### config.mk
export PLATFORM = sky130hd
export DESIGN_NAME = scan_chain_ctrl
export DESIGN_NICKNAME = d
export VERILOG_FILES = /design/src/rtl/scan_chain_ctrl.sv
export SDC_FILE = /design/constraint.sdc
export NUM_CORES = 1
export LEC_CHECK = 0
export ABC_AREA = 1
export ABC_CLOCK_PERIOD_IN_PS = 1400
export BUFFER_PORTS_ARGS = -buffer_cell sky130_fd_sc_hd__buf_2
export CORE_ASPECT_RATIO = 0.75
export CORE_MARGIN = 4
export CORE_UTILIZATION = 49
export DETAILED_ROUTE_END_ITERATION = 7
export GPL_TIMING_DRIVEN = 0
export PLACE_DENSITY_LB_ADDON = 0.12
export SKIP_LAST_GASP = 1
export SYNTH_ARGS = -nofsm -noshare
export SYNTH_HDL_FRONTEND = slang
export SYNTH_SLANG_ARGS = --single-unit
### constraint.sdc
create_clock -name CLK -period 1.4 [get_ports CLK]
set_input_delay 0.14 -clock CLK [delete_from_list [all_inputs] [get_ports CLK]]
set_output_delay 0.14 -clock CLK [all_outputs]
set_load 0.01 [all_outputs]
### src/rtl/scan_chain_ctrl.sv
// scan_chain_ctrl: drives one load / capture / unload sequence on an external scan chain.
//
// Sequence after START is accepted in IDLE:
//   SHIFT   CHAIN_LEN cycles, SE=1, SI walks PATTERN from bit CHAIN_LEN-1 down to bit 0
//   CAPTURE one cycle, SE=0, chain loads its functional D inputs
//   UNLOAD  CHAIN_LEN cycles, SE=1, SO shifted into RESULT from the LSB end
//   DONE    one-cycle pulse, back in IDLE, RESULT valid
//
// Ports:
//   CLK      clock, rising edge
//   RN       asynchronous active-low reset
//   START    request a sequence (ignored while BUSY)
//   PATTERN  stimulus, bit i ends up in chain flop i (flop 0 nearest SI)
//   SO       Q of the last chain flop
//   SE, SI   scan enable / scan data to the chain
//   BUSY     high whenever not IDLE
//   DONE     one-cycle pulse, RESULT valid
//   RESULT   captured response, bit i captured by flop i
//   EXPECT   (SCAN_CHAIN_CTRL_COMPARE_EN only) expected response, sampled with START
//   FAIL     (SCAN_CHAIN_CTRL_COMPARE_EN only) RESULT != EXPECT, updated with DONE
//
// Optional feature macro: SCAN_CHAIN_CTRL_COMPARE_EN
module scan_chain_ctrl #(
  parameter int unsigned CHAIN_LEN = 16,
  parameter int unsigned CNT_W     = $clog2(CHAIN_LEN + 1)
) (
  input  logic                 CLK,
  input  logic                 RN,
  input  logic                 START,
  input  logic [CHAIN_LEN-1:0] PATTERN,
  input  logic                 SO,
`ifdef SCAN_CHAIN_CTRL_COMPARE_EN
  input  logic [CHAIN_LEN-1:0] EXPECT,
  output logic                 FAIL,
`endif
  output logic                 SE,
  output logic                 SI,
  output logic                 BUSY,
  output logic                 DONE,
  output logic [CHAIN_LEN-1:0] RESULT
);

  typedef enum logic [1:0] {StIdle, StShift, StCapture, StUnload} state_e;

  state_e                 state_q;
  logic [CNT_W-1:0]       cnt_q;
  logic [CHAIN_LEN-1:0]   pat_q;
  logic                   se_q;
  logic                   si_q;
  logic                   busy_q;
  logic                   done_q;
  logic [CHAIN_LEN-1:0]   result_q;
  logic                   cnt_last;
  logic [CHAIN_LEN-1:0]   result_shift;

  assign cnt_last     = (cnt_q == CNT_W'(CHAIN_LEN - 1));
  assign result_shift = {result_q[CHAIN_LEN-2:0], SO};

`ifdef SCAN_CHAIN_CTRL_COMPARE_EN
  logic [CHAIN_LEN-1:0] expect_q;
  logic                 fail_q;

  always_ff @(posedge CLK or negedge RN) begin
    if (!RN) begin
      expect_q <= '0;
      fail_q   <= 1'b0;
    end else begin
      if (state_q == StIdle && START) begin
        expect_q <= EXPECT;
      end
      if (state_q == StUnload && cnt_last) begin
        fail_q <= (result_shift != expect_q);
      end
    end
  end

  assign FAIL = fail_q;
`else
  // No compare logic: RESULT is the only observable outcome.
`endif

  always_ff @(posedge CLK or negedge RN) begin
    if (!RN) begin
      state_q  <= StIdle;
      cnt_q    <= '0;
      pat_q    <= '0;
      se_q     <= 1'b0;
      si_q     <= 1'b0;
      busy_q   <= 1'b0;
      done_q   <= 1'b0;
      result_q <= '0;
    end else begin
      done_q <= 1'b0;
      unique case (state_q)
        StIdle: begin
          if (START) begin
            state_q <= StShift;
            se_q    <= 1'b1;
            si_q    <= PATTERN[CHAIN_LEN-1];
            // Keep the pattern pre-shifted so the next SI bit is always the MSB.
            pat_q   <= {PATTERN[CHAIN_LEN-2:0], 1'b0};
            cnt_q   <= '0;
            busy_q  <= 1'b1;
          end
        end
        StShift: begin
          if (cnt_last) begin
            state_q <= StCapture;
            se_q    <= 1'b0;
            si_q    <= 1'b0;
            cnt_q   <= '0;
          end else begin
            si_q  <= pat_q[CHAIN_LEN-1];
            pat_q <= {pat_q[CHAIN_LEN-2:0], 1'b0};
            cnt_q <= cnt_q + 1'b1;
          end
        end
        StCapture: begin
          state_q <= StUnload;
          se_q    <= 1'b1;
          si_q    <= 1'b0;
          cnt_q   <= '0;
        end
        StUnload: begin
          // SO here is the value before this edge, i.e. flop CHAIN_LEN-1-cnt of the capture.
          result_q <= result_shift;
          if (cnt_last) begin
            state_q <= StIdle;
            se_q    <= 1'b0;
            busy_q  <= 1'b0;
            done_q  <= 1'b1;
            cnt_q   <= '0;
          end else begin
            cnt_q <= cnt_q + 1'b1;
          end
        end
        default: begin
          state_q <= StIdle;
          se_q    <= 1'b0;
          si_q    <= 1'b0;
          busy_q  <= 1'b0;
          cnt_q   <= '0;
        end
      endcase
    end
  end

  assign SE     = se_q;
  assign SI     = si_q;
  assign BUSY   = busy_q;
  assign DONE   = done_q;
  assign RESULT = result_q;

endmodule

==> qor.txt, run 1 <==
H-tree depth - 2
worst setup path startpoint - cnt_q[1]$_DFFE_PN0P_
worst setup margin - -0.0868 ns
synth unique cells - 18
Die Area - 5210 µm²
ANT cells - 0
Arr. time, crit path - 1.67 ns
switching share of power - 0.416
crit-path max FO - 5
minimum clock period - 1.49 ns
register area share after synthesis - 0.522
Max stage delay cell, worst path - dfrtp_1
Reg power frac - 0.318
Setup CP Type - reg2reg
GRT Overall Usage - 0.193
hold_buf cts - 0
Routed WL - 5090 µm
Post-Syn Nets - 275
antenna viol nets, final - 0
status - finished, violations left
final setup vio count - 21
critical-path cell list - ha_2 > nand2_2 > nor2_4 > buf_12 > nand2_4 > nand2_4 > nand2_4 > nand2_1 > nand2_1
internal power - 3.76 mW
crit path to - state_q[1]$_DFFE_PN0P_
Comb pwr share - 0.557
Clock Skew - 0.00619 ns
clk slew on worst S/H paths - 0.08 ns
CTS Buf Count - 5
Syn-to-layout area delta - 37.8%
Worst Setup End Kind - register
most common cell after layout, fill and taps aside - nand2_1
WP data required - 1.58 ns
Max VDD drop - 1320 µV
commonest cells after routing, fill and taps aside - nand2_1 (97), buf_2 (41), dfrtp_1 (40)
clock sink count - 42
core area - 3800 µm²
PD cells - 2320 nW/µm²
WHS - -0.0361 ns
Gate Count Post-Synth - 249
max_cap viols - 0
relative slew slack - 0.381
reg-to-reg slack, setup - -0.09 ns
leakage - 1.49 nW
final hold viol count - 33
worst hold path class - in2async
Via Count - 1875
yosys warns - 0
Root Driver - clkbuf_8
total power - 6.44 mW
Reg-to-Reg End - state_q[1]$_DFFE_PN0P_
setup slack at placement - -0.247 ns
vias in the first global route - 1667
Buf+Inv Stages, Crit Path - 1
Top cell by count, worst path - nand2_4
total placed instance area - 2300 µm²
slowest stage delay, CP - 0.39 ns
family with the most delay on the worst path - simple AND/OR/NAND/NOR gates
Routability Congestion - 0.766
Avg Cell Area, Syn - 8.09 µm²
# IOs - 40
startpoint types - register
Initial Utilization - 0.529
# DRC - 0
CTS tree - done
Crit path depth - 9
fin. max-slew vios - 0
PortBufs - 39
RSZ-0062 raised after global routing - true
Final Cell Area - 2770 µm²
Post-Syn Area - 2010 µm²
DR vias/cell - 5.05
#FFs+latches synth - 42
initial drt markers - 143
first-pass GRT wire length - 7710 µm
DR WL/cell - 13.7 µm
layout cells sized above 1 - 0.373
Net Switching - 2.68 mW
Rows - 19
largest net degree at the start of global routing - 43
Nets - 344
final period utilization - 1.06
fillers - 279
DIE WIDTH - 82.0 µm
Least-Margin Pin Slew - 0.929 ns
reg2reg start - cnt_q[1]$_DFFE_PN0P_
HPWL after DPL - 3010 µm
chip height - 63.5 µm
global route overflow - 0
Initial DRT Pass Iterations - 4
Clock Tree Buf Depth - 2
fmax - 673 MHz
r2r worst-path depth - 9
Skew-Pair Late Insertion Delay - 0.30 ns
clock share of power - 0.125
initial antenna violation count - 0
violated checks - hold timing, setup timing
==> Yosys cell counts <==
master | count | area [µm²]
o21ai_0 | 16 | 80.1
or2_2 | 1 | 6.26
or2_1 | 2 | 12.5
clkbuf_1 | 3 | 11.3
nor2_2 | 1 | 6.26
nand3_1 | 4 | 20.0
nand4_1 | 16 | 100
nor2_1 | 3 | 11.3
inv_2 | 2 | 7.51
dfrtp_1 | 42 | 1050
buf_6 | 3 | 33.8
ha_1 | 6 | 75.1
inv_1 | 18 | 67.6
nand3_2 | 1 | 10.0
buf_2 | 6 | 30.0
nand3_4 | 1 | 17.5
a21oi_1 | 6 | 30.0
nand2_1 | 118 | 443
==> stage by stage <==
step	util	cells	setup TNS, ns	hold WS [ns]
6_report	0.729	371	-0.830	-0.0361
3_3_place_gp	0.604	340	-5.96	0.330
2_1_floorplan	-	249	-0.277	-0.156
3_5_place_dp	0.604	340	-6.03	0.326
5_1_grt	0.729	371	-2.58	0.0479
4_1_cts	0.666	357	-0.512	0.00733
==> how the worst min path moves through the flow <==
stage | end | slack, ns | depth (start not counted)
2_1_floorplan | BUSY$_DFFE_PN0P_ | -0.16 | 0
3_3_place_gp | RESULT[13]$_DFFE_PN0P_ | 0.33 | 1
3_5_place_dp | RESULT[12]$_DFFE_PN0P_ | 0.33 | 1
4_1_cts | RESULT[12]$_DFFE_PN0P_ | 0.007 | 1
5_1_grt | RESULT[0]$_DFFE_PN0P_ | 0.05 | 3
6_report | RESULT[12]$_DFFE_PN0P_ | -0.04 | 1
==> power by group through the flow <==
stage | combinational [mW] | clock [mW] | sequential, mW
6_report | 3.59 | 0.808 | 2.05
4_1_cts | 2.99 | 0.816 | 2.00
2_1_floorplan | 1.72 | 0 | 2.05
3_5_place_dp | 2.49 | 0 | 2.00
3_3_place_gp | 2.46 | 0 | 1.98
5_1_grt | 3.96 | 0.889 | 2.10
==> registers in the layout, indices dropped and copies added (netlist names) <==
name / cells
BUSY: 1
DONE: 1
RESULT: 16
SE: 1
SI: 1
cnt_q: 5
pat_q: 15
state_q: 2
==> layout make-up <==
| class | count | area [µm²] | area share |
|---|---|---|---|
| well taps | 52 | 65.1 | 0.0235 |
| repair buffers | 63 | 408 | 0.147 |
| clock inverters | 1 | 5.00 | 0.00180 |
| flip-flops and latches | 42 | 1050 | 0.380 |
| clock buffers | 7 | 86.3 | 0.0311 |
| inverters | 20 | 90.1 | 0.0325 |
| plain buffers | 11 | 105 | 0.0379 |
| multi-input cells | 175 | 961 | 0.346 |
==> logic make-up after synthesis <==
family,synth area share
adder cells (fa/ha/maj),0.0373
AO/OA/AOI/OAI,0.0547
buffers and inverters,0.0746
flip-flops,0.522
AND/OR/NAND/NOR,0.311
==> timing repair <==
item                       CTS  global route
cloned                       1             0
resized for setup           25            41
setup endpoints to repair   41            39
buffers inserted             9            14
pin swaps                    0             7
==> metal layers <==
layer,GRT usage,routed length [µm],up-vias
li1,-,-,925
met1,0.270,2370,894
met2,0.292,2410,48
met3,0.0556,227,8
met4,0.0498,85,0
met5,0,0,-
Note: power is estimated with default switching activity, not from simulation.
==> run 2, diff against run 1 <==
--- a/config.mk
+++ b/config.mk
@@ -10,10 +10,13 @@
 export BUFFER_PORTS_ARGS = -buffer_cell sky130_fd_sc_hd__buf_2
 export CORE_ASPECT_RATIO = 0.75
 export CORE_MARGIN = 4
-export CORE_UTILIZATION = 49
+export CORE_UTILIZATION = 51
+export CTS_BUF_LIST = sky130_fd_sc_hd__clkbuf_4 sky130_fd_sc_hd__clkbuf_8
 export DETAILED_ROUTE_END_ITERATION = 7
 export GPL_TIMING_DRIVEN = 0
+export MAX_ROUTING_LAYER = met4
 export PLACE_DENSITY_LB_ADDON = 0.12
+export RECOVER_POWER = 50
 export SKIP_LAST_GASP = 1
 export SYNTH_ARGS = -nofsm -noshare
 export SYNTH_HDL_FRONTEND = slang
==> run 2 against run 1 <==
- wire length decreased by 3.0%
- design area grew 0.36%
- the flow finishes with violations (setup timing)
- first-iteration DRC count shrank 7.0%
- combinational power about the same
- maximum frequency grew 5.4%
- worst hold slack better by 0.041 ns
- sequential cell count did not move
- final cell count decreased by 1.9%
- die area down 3.5%
- highest routed layer unchanged
- register-to-register slack improved by 0.08 ns
- via count is 2.3% lower
- largest power group unchanged
==> qor.txt, run 2 (synthesized netlist as in run 1, its figures left out) <==
worst setup margin - -0.0104 ns (was -0.0868 ns)
worst hold path class - in2async (unchanged)
Via Count - 1831 (was 1875)
ANT cells - 0 (unchanged)
Crit path depth - 7 (was 9)
DR vias/cell - 5.03 (was 5.05)
violated checks - setup timing (was hold timing, setup timing)
Clock Skew - 0.00684 ns (was 0.00619 ns)
total power - 6.61 mW (was 6.44 mW)
Max VDD drop - 1400 µV (was 1320 µV)
RSZ-0062 raised after global routing - true (unchanged)
HPWL after DPL - 2980 µm (was 3010 µm)
# IOs - 40 (unchanged)
commonest cells after routing, fill and taps aside - nand2_1 (86), dfrtp_1 (41), buf_2 (37) (was nand2_1 (97), buf_2 (41), dfrtp_1 (40))
Buf+Inv Stages, Crit Path - 2 (was 1)
PortBufs - 39 (unchanged)
Initial DRT Pass Iterations - 4 (unchanged)
fmax - 709 MHz (was 673 MHz)
Top cell by count, worst path - nand2_2 (was nand2_4)
Max stage delay cell, worst path - dfrtp_1 (unchanged)
Initial Utilization - 0.539 (was 0.529)
family with the most delay on the worst path - flip-flops (was simple AND/OR/NAND/NOR gates)
layout cells sized above 1 - 0.394 (was 0.373)
crit-path max FO - 6 (was 5)
PD cells - 2370 nW/µm² (was 2320 nW/µm²)
fin. max-slew vios - 0 (unchanged)
Least-Margin Pin Slew - 1.03 ns (was 0.929 ns)
Syn-to-layout area delta - 38.3% (was 37.8%)
Worst Setup End Kind - register (unchanged)
clk slew on worst S/H paths - 0.08 ns (about the same)
CTS Buf Count - 5 (unchanged)
startpoint types - register (unchanged)
Die Area - 5030 µm² (was 5210 µm²)
Rows - 19 (unchanged)
first-pass GRT wire length - 7610 µm (was 7710 µm)
critical-path cell list - inv_2 > ha_4 > or2_4 > nand3_4 > buf_6 > nand2_2 > nand2_2 (was ha_2 > nand2_2 > nor2_4 > buf_12 > nand2_4 > nand2_4 > nand2_4 > nand2_1 > nand2_1)
CTS tree - done (unchanged)
slowest stage delay, CP - 0.41 ns (was 0.39 ns)
Routability Congestion - 0.805 (was 0.766)
vias in the first global route - 1595 (was 1667)
most common cell after layout, fill and taps aside - nand2_1 (unchanged)
final period utilization - 1.01 (was 1.06)
relative slew slack - 0.315 (was 0.381)
r2r worst-path depth - 7 (was 9)
leakage - 1.49 nW (about the same)
core area - 3730 µm² (was 3800 µm²)
minimum clock period - 1.41 ns (was 1.49 ns)
initial antenna violation count - 0 (unchanged)
clock sink count - 42 (unchanged)
max_cap viols - 0 (unchanged)
Root Driver - clkbuf_8 (unchanged)
GRT Overall Usage - 0.200 (was 0.193)
Largest register FFs - 16 (unchanged)
largest net degree at the start of global routing - 43 (unchanged)
H-tree depth - 2 (unchanged)
DIE WIDTH - 80.6 µm (was 82.0 µm)
global route overflow - 0 (unchanged)
final hold viol count - 0 (was 33)
chip height - 62.4 µm (was 63.5 µm)
initial drt markers - 133 (was 143)
antenna viol nets, final - 0 (unchanged)
Routed WL - 4940 µm (was 5090 µm)
Clock Tree Buf Depth - 2 (unchanged)
final setup vio count - 2 (was 21)
# DRC - 0 (unchanged)
Skew-Pair Late Insertion Delay - 0.30 ns (about the same)
Setup CP Type - reg2reg (unchanged)
Arr. time, crit path - 1.60 ns (was 1.67 ns)
Final Cell Area - 2780 µm² (was 2770 µm²)
total placed instance area - 2300 µm² (unchanged)
Nets - 338 (was 344)
status - finished, violations left (unchanged)
WP data required - 1.59 ns (was 1.58 ns)
DR WL/cell - 13.6 µm (was 13.7 µm)
-- run 2: cell count changes in the layout (fill, tap and decap cells not counted), sizes merged --
cell,before,now
buf,73,63
clkbuf,8,11
clkinv,1,0
bufinv,0,1
-- run 2: repair_timing --
action	CTS	global route
setup buffers	12	6
hold buffers	0	0
pin swaps	4	10
resized for setup	30	48
cloned	1	0
endpoints found under the setup margin	41	36
-- run 2: worst paths after layout --
path	startpoint	endpoint	slack (ns)
max	state_q[1]$_DFFE_PN0P_	pat_q[2]$_DFFE_PN0P_	-0.01
min	RN	RESULT[12]$_DFFE_PN0P_	0.005
max reg2reg	state_q[1]$_DFFE_PN0P_	pat_q[2]$_DFFE_PN0P_	-0.01
min reg2reg	RESULT[15]$_DFFE_PN0P_	RESULT[15]$_DFFE_PN0P_	0.47
max in group asynchronous	RN	state_q[0]$_DFFE_PN0P_	0.70
min in group CLK	SO	RESULT[0]$_DFFE_PN0P_	0.05
-- run 2: metrics by stage --
step           cells  TNS, ns  utilization  worst slack [ns]  hold slack (ns)
6_report         364  -0.0179        0.746           -0.0104          0.00521
5_1_grt          364   -0.693        0.746           -0.0687           0.0858
4_1_cts          359   -0.520        0.699           -0.0515          0.00208
3_5_place_dp     340    -6.28        0.615            -0.249            0.323
3_3_place_gp     340    -5.80        0.615            -0.252            0.333
2_1_floorplan    249   -0.277            -           -0.0259           -0.156
-- run 2: routing by layer --
layer	wire, µm	part of all wire	GRT usage	vias to the layer above
li1	-	-	-	916
met1	2370	0.48	0.297	854
met2	2270	0.46	0.274	52
met3	236	0.048	0.0432	9
met4	65	0.013	0.0633	0
met5	0	0	-	-
-- run 2: area by class of cell --
class / instances / area (µm²)
inverters: 20 / 82.6
well taps: 52 / 65.1
multi-input cells: 175 / 1000
clock inverters: 1 / 30.0
flip-flops and latches: 42 / 1050
fillers: 259 / 948
repair buffers: 58 / 360
clock buffers: 6 / 82.6
plain buffers: 10 / 106
-- run 2: power breakdown --
group | internal, mW | switching (mW) | total (mW)
registers | 1.70 | 0.357 | 2.05
logic | 1.62 | 1.96 | 3.58
clock network | 0.570 | 0.407 | 0.978
-- run 2: worst reg2reg max path: stages (launching register included) --
cell and delay, ns:
dfrtp_1 0.41, inv_2 0.12, ha_4 0.21, or2_4 0.17, nand3_4 0.12, buf_6 0.16
nand2_2 0.06, nand2_2 0.05
